--- src/rtl/fetch_pkg.sv ---
// Shared definitions for the instruction fetch unit: default widths,
// the reset PC and the fetch FSM state encoding.
package fetch_pkg;

  localparam int          ADDR_W_DEF   = 16;
  localparam int          INSTR_W_DEF  = 16;
  localparam int unsigned RESET_PC_DEF = 0;

  typedef enum logic [1:0] {
    REQ   = 2'd0,
    HOLD  = 2'd1,
    FLUSH = 2'd2
  } fetch_state_e;

endpackage

--- src/rtl/program_counter.sv ---
// Program counter register: a load (branch/redirect) takes priority
// over the modulo-2^ADDR_W increment; synchronous reset to RESET_PC.
module program_counter
  import fetch_pkg::*;
#(
  parameter int          ADDR_W   = ADDR_W_DEF,
  parameter int unsigned RESET_PC = RESET_PC_DEF
) (
  input  logic              clk,
  input  logic              rst,
  input  logic              load_en,
  input  logic [ADDR_W-1:0] load_val,
  input  logic              inc_en,
  output logic [ADDR_W-1:0] pc
);

  localparam logic [ADDR_W-1:0] RESET_VAL = ADDR_W'(RESET_PC);

  logic [ADDR_W-1:0] pc_q;
  logic [ADDR_W-1:0] pc_d;

  always_comb begin
    pc_d = pc_q;
    if (load_en) begin
      pc_d = load_val;
    end else if (inc_en) begin
      pc_d = pc_q + ADDR_W'(1);
    end
  end

  always_ff @(posedge clk) begin
    if (rst) begin
      pc_q <= RESET_VAL;
    end else begin
      pc_q <= pc_d;
    end
  end

  assign pc = pc_q;

endmodule

--- src/rtl/instruction_fetch_unit.sv ---
// Instruction fetch: issues word reads over req/ack, buffers one instruction
// for decode over valid/ready, and squashes wrong-path fetches on redirects.
module instruction_fetch_unit
  import fetch_pkg::*;
#(
  parameter int          ADDR_W   = ADDR_W_DEF,
  parameter int          INSTR_W  = INSTR_W_DEF,
  parameter int unsigned RESET_PC = RESET_PC_DEF
) (
  input  logic               clk,
  input  logic               rst,
  output logic               mem_req,
  output logic [ADDR_W-1:0]  mem_addr,
  input  logic               mem_ack,
  input  logic [INSTR_W-1:0] mem_rdata,
  output logic [INSTR_W-1:0] instr_out,
  output logic [ADDR_W-1:0]  instr_pc,
  output logic               instr_valid,
  input  logic               instr_ready,
  input  logic               branch_taken,
  input  logic [ADDR_W-1:0]  branch_target
);

  fetch_state_e       state_q, state_d;
  logic [INSTR_W-1:0] instr_q, instr_d;
  logic [ADDR_W-1:0]  instr_pc_q, instr_pc_d;
  logic               redirect_pend_q, redirect_pend_d;
  logic [ADDR_W-1:0]  redirect_tgt_q, redirect_tgt_d;

  logic [ADDR_W-1:0]  pc;
  logic               pc_load;
  logic [ADDR_W-1:0]  pc_load_val;
  logic               pc_inc;
  logic               req_c;
  logic               valid_c;

  program_counter #(
    .ADDR_W   (ADDR_W),
    .RESET_PC (RESET_PC)
  ) u_pc (
    .clk      (clk),
    .rst      (rst),
    .load_en  (pc_load),
    .load_val (pc_load_val),
    .inc_en   (pc_inc),
    .pc       (pc)
  );

  always_comb begin
    state_d         = state_q;
    instr_d         = instr_q;
    instr_pc_d      = instr_pc_q;
    redirect_pend_d = redirect_pend_q;
    redirect_tgt_d  = redirect_tgt_q;
    pc_load         = 1'b0;
    pc_load_val     = branch_target;
    pc_inc          = 1'b0;
    req_c           = 1'b0;
    valid_c         = 1'b0;

    case (state_q)
      REQ: begin
        req_c = 1'b1;
        if (mem_ack) begin
          if (branch_taken) begin
            pc_load = 1'b1;
          end else begin
            instr_d    = mem_rdata;
            instr_pc_d = pc;
            pc_inc     = 1'b1;
            state_d    = HOLD;
          end
        end else if (branch_taken) begin
          // The read cannot be withdrawn, so park the target until it completes.
          redirect_pend_d = 1'b1;
          redirect_tgt_d  = branch_target;
          state_d         = FLUSH;
        end
      end

      FLUSH: begin
        req_c = 1'b1;
        if (branch_taken) begin
          redirect_tgt_d = branch_target;
        end
        if (mem_ack) begin
          // A redirect arriving with the ack is the most recent one and wins.
          pc_load         = redirect_pend_q | branch_taken;
          pc_load_val     = branch_taken ? branch_target : redirect_tgt_q;
          redirect_pend_d = 1'b0;
          state_d         = REQ;
        end
      end

      HOLD: begin
        valid_c = !branch_taken;
        if (branch_taken) begin
          pc_load = 1'b1;
          state_d = REQ;
        end else if (instr_ready) begin
          state_d = REQ;
        end
      end

      default: begin
        state_d = REQ;
      end
    endcase
  end

  always_ff @(posedge clk) begin
    if (rst) begin
      state_q         <= REQ;
      instr_q         <= '0;
      instr_pc_q      <= '0;
      redirect_pend_q <= 1'b0;
      redirect_tgt_q  <= '0;
    end else begin
      state_q         <= state_d;
      instr_q         <= instr_d;
      instr_pc_q      <= instr_pc_d;
      redirect_pend_q <= redirect_pend_d;
      redirect_tgt_q  <= redirect_tgt_d;
    end
  end

  // Handshake outputs are forced low during reset so an in-flight read is abandoned.
  assign mem_req     = req_c & !rst;
  assign mem_addr    = pc;
  assign instr_valid = valid_c & !rst;
  assign instr_out   = instr_q;
  assign instr_pc    = instr_pc_q;

endmodule

--- config.mk ---
export PLATFORM = sky130hd
export DESIGN_NAME = instruction_fetch_unit
export DESIGN_NICKNAME = d
export VERILOG_FILES = /design/src/rtl/fetch_pkg.sv /design/src/rtl/program_counter.sv /design/src/rtl/instruction_fetch_unit.sv
export SDC_FILE = /design/constraint.sdc
export NUM_CORES = 1
export LEC_CHECK = 0
export ABC_AREA = 1
export CORE_ASPECT_RATIO = 1.2
export CORE_UTILIZATION = 55
export DETAILED_ROUTE_END_ITERATION = 12
export DONT_BUFFER_PORTS = 1
export HOLD_SLACK_MARGIN = 0.15
export PLACE_DENSITY = 0.74
export SYNTH_ARGS = -nofsm -noshare
export SYNTH_HDL_FRONTEND = slang
export SYNTH_SLANG_ARGS = --single-unit
--- constraint.sdc ---
create_clock -name clk -period 1.8 [get_ports clk]
set_input_delay 0.18 -clock clk [delete_from_list [all_inputs] [get_ports clk]]
set_output_delay 0.18 -clock clk [all_outputs]
set_load 0.05 [all_outputs]
==> impl_metrics.json, run 1 <==
{
  "path_clk_slew_ns": 0.08,
  "n_antenna_cell": 0,
  "areaGrowthSynthToFinish_pct": 22.03,
  "power.total_w": 0.003690,
  "first_global_vias": 3229,
  "root_buffer": "clkbuf_8",
  "die_h_um": 86.70,
  "insertion_delay_ns": 0.35,
  "relSlewSlack_pct": 51.24,
  "cts_made_buffers": 9,
  "worst-path-max-fanout": 9,
  "r2r_slack_ns": 0.25,
  "grt_start_max_net_pins": 52,
  "crit_type": "reg -> reg",
  "worstHoldPathCells": 3,
  "worst_pin_slew_ns": 0.7290,
  "whs_ns": 0.1662,
  "drt_first_pass_iters": 5,
  "clock-sinks": 67,
  "outcome": "completed",
  "worstHoldStart": "branch_taken",
  "port_buffers": 0,
  "cts.path.max_buffers": 2,
  "cts_max_level": 3,
  "min_path_type": "in -> reg",
  "cp.required_ns": 2.04,
  "hpwl_mm": 5.683,
  "r2r_start": "u_pc.pc[0]",
  "fmax_mhz": 645.3,
  "reg2reg_depth": 6,
  "maxCapViolCount": 0,
  "die_area_um2": 6293,
  "antenna_found_initial": 0,
  "rsz0062_at_grt": "false",
  "critPathTopFamily": "simple AND/OR/NAND/NOR gates",
  "synth-seq-cells": 67,
  "grt.overflow.total": 0,
  "syn-instance-count": 495,
  "syn-num-nets": 533,
  "io_pins": 87,
  "postCtsSetupRepairBufs": 0,
  "period_minus_slack_ns": 1.550,
  "initial_core_util_pct": 57.63,
  "fin_crit_sh_pct": 86.09,
  "grt_usage_pct": 30.03,
  "place_congestion": 0.8680,
  "ir_drop_uv": 684.5,
  "preCtsSetupSlack_ns": 0.2549,
  "crit_buf_inv": 0,
  "cts_tree": "built",
  "fill_cells": 493,
  "ant_nets": 0,
  "cp.arrival_ns": 1.79,
  "yosysSeqAreaShare_pct": 40.79,
  "wirelength_mm": 8.702,
  "rr_endpoint": "u_pc.pc[14]",
  "routed_via_density": 5.304,
  "rows": 30,
  "wl_per_cell_um": 13.79,
  "core_area_um2": 5705,
  "post-place-cells": 581,
  "die_w_um": 72.59,
  "hold_viol_final": 0,
  "path_cells": "ha_1, nand2_1, nor2_2, nand4_1, a21oi_1, nor2_1",
  "vias": 3347,
  "cp_slowest_cell": "dfxtp_1",
  "skew_ns": 0.007776,
  "synth_area_um2": 3288,
  "endpoint_kind": "flip-flop",
  "tns_ns": 0,
  "syn_area_per_cell_um2": 6.643,
  "grt_first_pass_wirelength_mm": 14.58,
  "drcViolationCount": 0,
  "power.leakage_nw": 1.825,
  "hold_path_end": "redirect_tgt_q[7]",
  "synth-warning-count": 0,
  "drv_slew": 0,
  "max_stage_delay_ns": 0.34,
  "setup_ws_ns": 0.2504,
  "final_nets": 584,
  "yosysUniqueCellTypes": 28,
  "cp-start-kind": "flip-flop",
  "power_density_nw_per_um2": 919.5,
  "stdcell_count": 631,
  "drive_gt1_share_pct": 11.43,
  "setup_viol": 0,
  "first_iter_violations": 238
}
## synthesized netlist by cell type
master	instances	share of area, %
inv_1	35	4.0
nand4_1	4	0.76
a21oi_4	1	0.49
or2_2	3	0.57
nand3_2	2	0.61
ha_1	1	0.38
buf_4	2	0.46
inv_2	5	0.57
nor2_4	1	0.34
o21ai_0	53	8.1
and2_0	1	0.19
a211oi_1	6	1.4
o21ai_1	2	0.30
nand3_1	40	6.1
dfxtp_1	67	41
clkbuf_1	8	0.91
xor2_1	1	0.27
clkbuf_2	1	0.15
nand2_1	115	13
nand2_4	2	0.68
buf_2	10	1.5
a21o_1	1	0.23
nor2_1	87	9.9
a21oi_1	32	4.9
nor2_2	1	0.19
buf_6	4	1.4
nand3b_1	3	0.68
nor3_1	7	1.1
## through the flow
step	util [%]	area (um^2)
after floorplan	-	3293
final	70.33	4013
after detailed placement	61.23	3493
after global routing	70.33	4013
after global placement	61.23	3493
after CTS	70.29	4010
## repair_timing
item                                    in CTS  in global routing
gates resized for setup                      0                  1
hold endpoints to repair                    45                  0
endpoints found under the setup margin       0                  1
hold buffers                                34                  0
## report_power, final
| group | switching [W] | leakage [nW] | internal [W] | total, W |
|---|---|---|---|---|
| Combinational | 0.000494 | 1.18 | 0.000255 | 0.000750 |
| Clock | 0.000620 | 0.0896 | 0.000505 | 0.00113 |
| Sequential | 0.000214 | 0.552 | 0.00160 | 0.00181 |
| Total | 0.00133 | 1.83 | 0.00236 | 0.00369 |
## registers in the layout (all words and copies together) (netlist names)
name / count
instr_pc: 16
redirect_pend_q: 1
u_pc.pc: 16
redirect_tgt_q: 16
instr_out: 16
state_q: 2
## worst min-delay path, delay by kind of cell
| family | cells | cell delay [ns] |
|---|---|---|
| AOI/OAI and AO/OA | 3 | 0.29 |
## cell type report
type,instances,area (um^2),area share [%]
flip-flops and latches,67,1341,33.43
inverters,40,150.1,3.742
clock inverters,7,52.55,1.310
clock buffers,9,123.9,3.087
well taps,80,100.1,2.495
multi-input cells,363,1657,41.28
repair buffers,65,588.1,14.66
## cell families (layout without fill, tap and decap cells)
group | count (synthesis) | after routing | share of synthesized area (%)
XOR/XNOR | 1 | 1 | 0.2664
buffers and inverters | 65 | 121 | 8.980
AND/OR/NAND/NOR | 266 | 266 | 34.25
AO/OA/AOI/OAI | 95 | 95 | 15.33
flip-flops | 67 | 67 | 40.79
adder cells (fa/ha/maj) | 1 | 1 | 0.3805
## cell usage in the layout, fill, tap and decap left out, types with 9 or more instances in the layout
master         count
a21oi_1           32
nand3_1           40
nor2_1            87
dfxtp_1           67
clkbuf_8           9
inv_1             35
o21ai_0           53
dlygate4sd3_1     33
nand2_1          115
buf_4             30
## worst max-delay path by stage
stage | depth (start not counted) | start | to
after floorplan | 6 | u_pc.pc[1] | u_pc.pc[14]
after global placement | 6 | u_pc.pc[0] | u_pc.pc[14]
after detailed placement | 8 | state_q[0] | u_pc.pc[8]
after CTS | 8 | branch_taken | u_pc.pc[9]
after global routing | 8 | state_q[1] | u_pc.pc[10]
final | 6 | u_pc.pc[0] | u_pc.pc[14]
## metal layers
metal	share of wire [%]	global-route usage [%]	vias to the layer above
met4	2.6	12.83	0
li1	-	-	1699
met5	0	0	-
met3	7.6	9.186	21
met2	49	49.96	132
met1	41	35.59	1495
Power figures use the tool's default switching activity.
==> inputs of run 2 (changes only) <==
BUFFER_PORTS_ARGS = -buffer_cell sky130_fd_sc_hd__buf_2   (was unset)
CORE_UTILIZATION = 53   (was 55)
DONT_BUFFER_PORTS = unset   (was 1)
PLACE_DENSITY = 0.84   (was 0.74)
TNS_END_PERCENT = 100   (was unset)
==> run 2 against run 1 <==
Cell count is 8.1% higher. Combinational power is 23% higher. Clock skew is 0.0011 ns higher. Cell area is 2.8% higher. Utilization is 1.7 points lower. Maximum frequency is 2.9% lower. Global-route usage is 1.6 points lower. Register-to-register slack worse by 0.05 ns. Sequential power is 7% lower. Via count is 9.3% higher. First-iteration DRC count is 34% higher. Power is 1.6% higher.
==> impl_metrics.json, run 2 (synthesis results as in run 1) <==
{
  "worst-path-max-fanout": 19,
  "hpwl_mm": 6.061,
  "rsz0062_at_grt": "false",
  "cts.path.max_buffers": 2,
  "maxCapViolCount": 0,
  "place_congestion": 0.8748,
  "grt_start_max_net_pins": 50,
  "power_density_nw_per_um2": 909.1,
  "tns_ns": 0,
  "grt.overflow.total": 0,
  "period_minus_slack_ns": 1.597,
  "endpoint_kind": "flip-flop",
  "outcome": "completed",
  "setup_ws_ns": 0.2034,
  "preCtsSetupSlack_ns": 0.2697,
  "combinationalPowerShare_pct": 24.5,
  "power.switching_w": 0.001351,
  "seqPwrFrac_pct": 45.0,
  "die_w_um": 73.91,
  "fill_cells": 533,
  "rows": 31,
  "clock-sinks": 67,
  "r2r_start": "state_q[1]",
  "first_global_vias": 3050,
  "wl_per_cell_um": 13.37,
  "io_pins": 87,
  "drt_first_pass_iters": 5,
  "n_antenna_cell": 0,
  "use_met3_pct": 6.264,
  "worst_pin_slew_ns": 0.4338,
  "vias": 3658,
  "setup_viol": 0,
  "cp.required_ns": 2.05,
  "fin_crit_sh_pct": 88.70,
  "grtUsageMet2_pct": 47.77,
  "grt_usage_pct": 28.47,
  "cts_tree": "built",
  "ant_nets": 0,
  "layout_common_cells": "nand2_1 (115), nor2_1 (87), buf_2 (86), dfxtp_1 (67), o21ai_0 (53)",
  "min_path_type": "in -> reg",
  "grtUsageMet1_pct": 36.05,
  "first_iter_violations": 320,
  "worstHoldPathCells": 5,
  "drive_gt1_share_pct": 21.50,
  "rr_endpoint": "u_pc.pc[14]",
  "cp-start-kind": "flip-flop",
  "power.leakage_nw": 2.032,
  "r2r_slack_ns": 0.20,
  "power_frac_clock_pct": 30.5,
  "skew_ns": 0.008919,
  "insertion_delay_ns": 0.35,
  "crit_type": "reg -> reg",
  "die_area_um2": 6525,
  "antenna_found_initial": 0,
  "reg2reg_depth": 8,
  "relSlewSlack_pct": 71.05,
  "final_common_cell": "nand2_1",
  "swShare_pct": 36.04,
  "cts_made_buffers": 9,
  "busiest_layer": "met2",
  "cts_max_level": 3,
  "path_clk_slew_ns": 0.08,
  "intPower_w": 0.002399,
  "postCtsSetupRepairBufs": 0,
  "ir_drop_uv": 735.9,
  "worstHoldStart": "branch_target[13]",
  "cp.arrival_ns": 1.84,
  "initial_core_util_pct": 54.69,
  "routed_via_density": 5.364,
  "final_nets": 633,
  "wirelength_mm": 9.116,
  "hold_path_end": "redirect_tgt_q[13]",
  "drv_slew": 0,
  "grt_first_pass_wirelength_mm": 14.21,
  "die_h_um": 88.29,
  "areaGrowthSynthToFinish_pct": 25.46,
  "port_buffers": 86,
  "root_buffer": "clkbuf_8",
  "hold_viol_final": 0,
  "drcViolationCount": 0,
  "fmax_mhz": 626.3,
  "core_area_um2": 6012
}
-- run 2: cell types whose count changed in the layout (fill, tap and decap cells not counted), moves of 2 or more --
cell	change
buf_2	+86
buf_4	-20
dlygate4sd3_1	-16
clkinv_4	-2
clkinvlp_4	+2
-- run 2: critical path: stages (launching register included) --
cell	delay (ns)
dfxtp_1	0.36
inv_1	0.15
nand3_1	0.12
nand2_1	0.12
nand2_4	0.16
inv_2	0.24
nand3_1	0.18
nand3_1	0.12
nor2_1	0.04
-- run 2: metal layers --
metal  vias to the layer above  routed length [um]
li1                       1806                   -
met1                      1668                3900
met2                       163                4402
met3                        21                 612
met4                         0                 201
met5                         -                   0
-- run 2: worst max-delay path by stage --
stage,start,end,cells past startpoint
5_1_grt,u_pc.pc[1],u_pc.pc[14],6
2_1_floorplan,u_pc.pc[1],u_pc.pc[14],6
3_3_place_gp,u_pc.pc[1],u_pc.pc[14],6
3_5_place_dp,u_pc.pc[1],u_pc.pc[8],6
6_report,state_q[1],u_pc.pc[14],8
4_1_cts,state_q[0],instr_valid,3
-- run 2: power groups by stage --
stage | Sequential [W] | Combinational [W] | Clock, W
2_1_floorplan | 0.00199 | 0.000374 | 0
3_3_place_gp | 0.00172 | 0.000865 | 0
3_5_place_dp | 0.00172 | 0.000877 | 0
4_1_cts | 0.00169 | 0.000909 | 0.00114
5_1_grt | 0.00170 | 0.000996 | 0.00122
6_report | 0.00169 | 0.000919 | 0.00114
-- run 2: repair_timing --
action | in CTS | in global routing
endpoints found under the hold margin | 17 | 0
resized for setup | 0 | 0
hold buffers | 17 | 0
endpoints found under the setup margin | 0 | 0
-- run 2: area by class of cell --
cell class	instances	area, um^2	area share (%)
Clock inverter	6	41.29	1.001
Clock buffer	10	137.6	3.336
Tap cell	82	102.6	2.487
Timing Repair Buffer	114	695.7	16.86
Multi-Input combinational cell	363	1657	40.16
Sequential cell	67	1341	32.51
Inverter	40	150.1	3.640
-- run 2: per-stage QoR --
stage          power [W]  cell area, um^2  hold slack [ns]  util, %  cells
6_report        0.003750             4125           0.2312    68.62    682
5_1_grt         0.003914             4125           0.2438    68.62    682
4_1_cts         0.003735             4125           0.2247    68.62    682
3_5_place_dp    0.002595             3776           0.4062    62.81    649
3_3_place_gp    0.002581             3776           0.3999    62.81    649
2_1_floorplan   0.002364             3293           0.3149        -    495
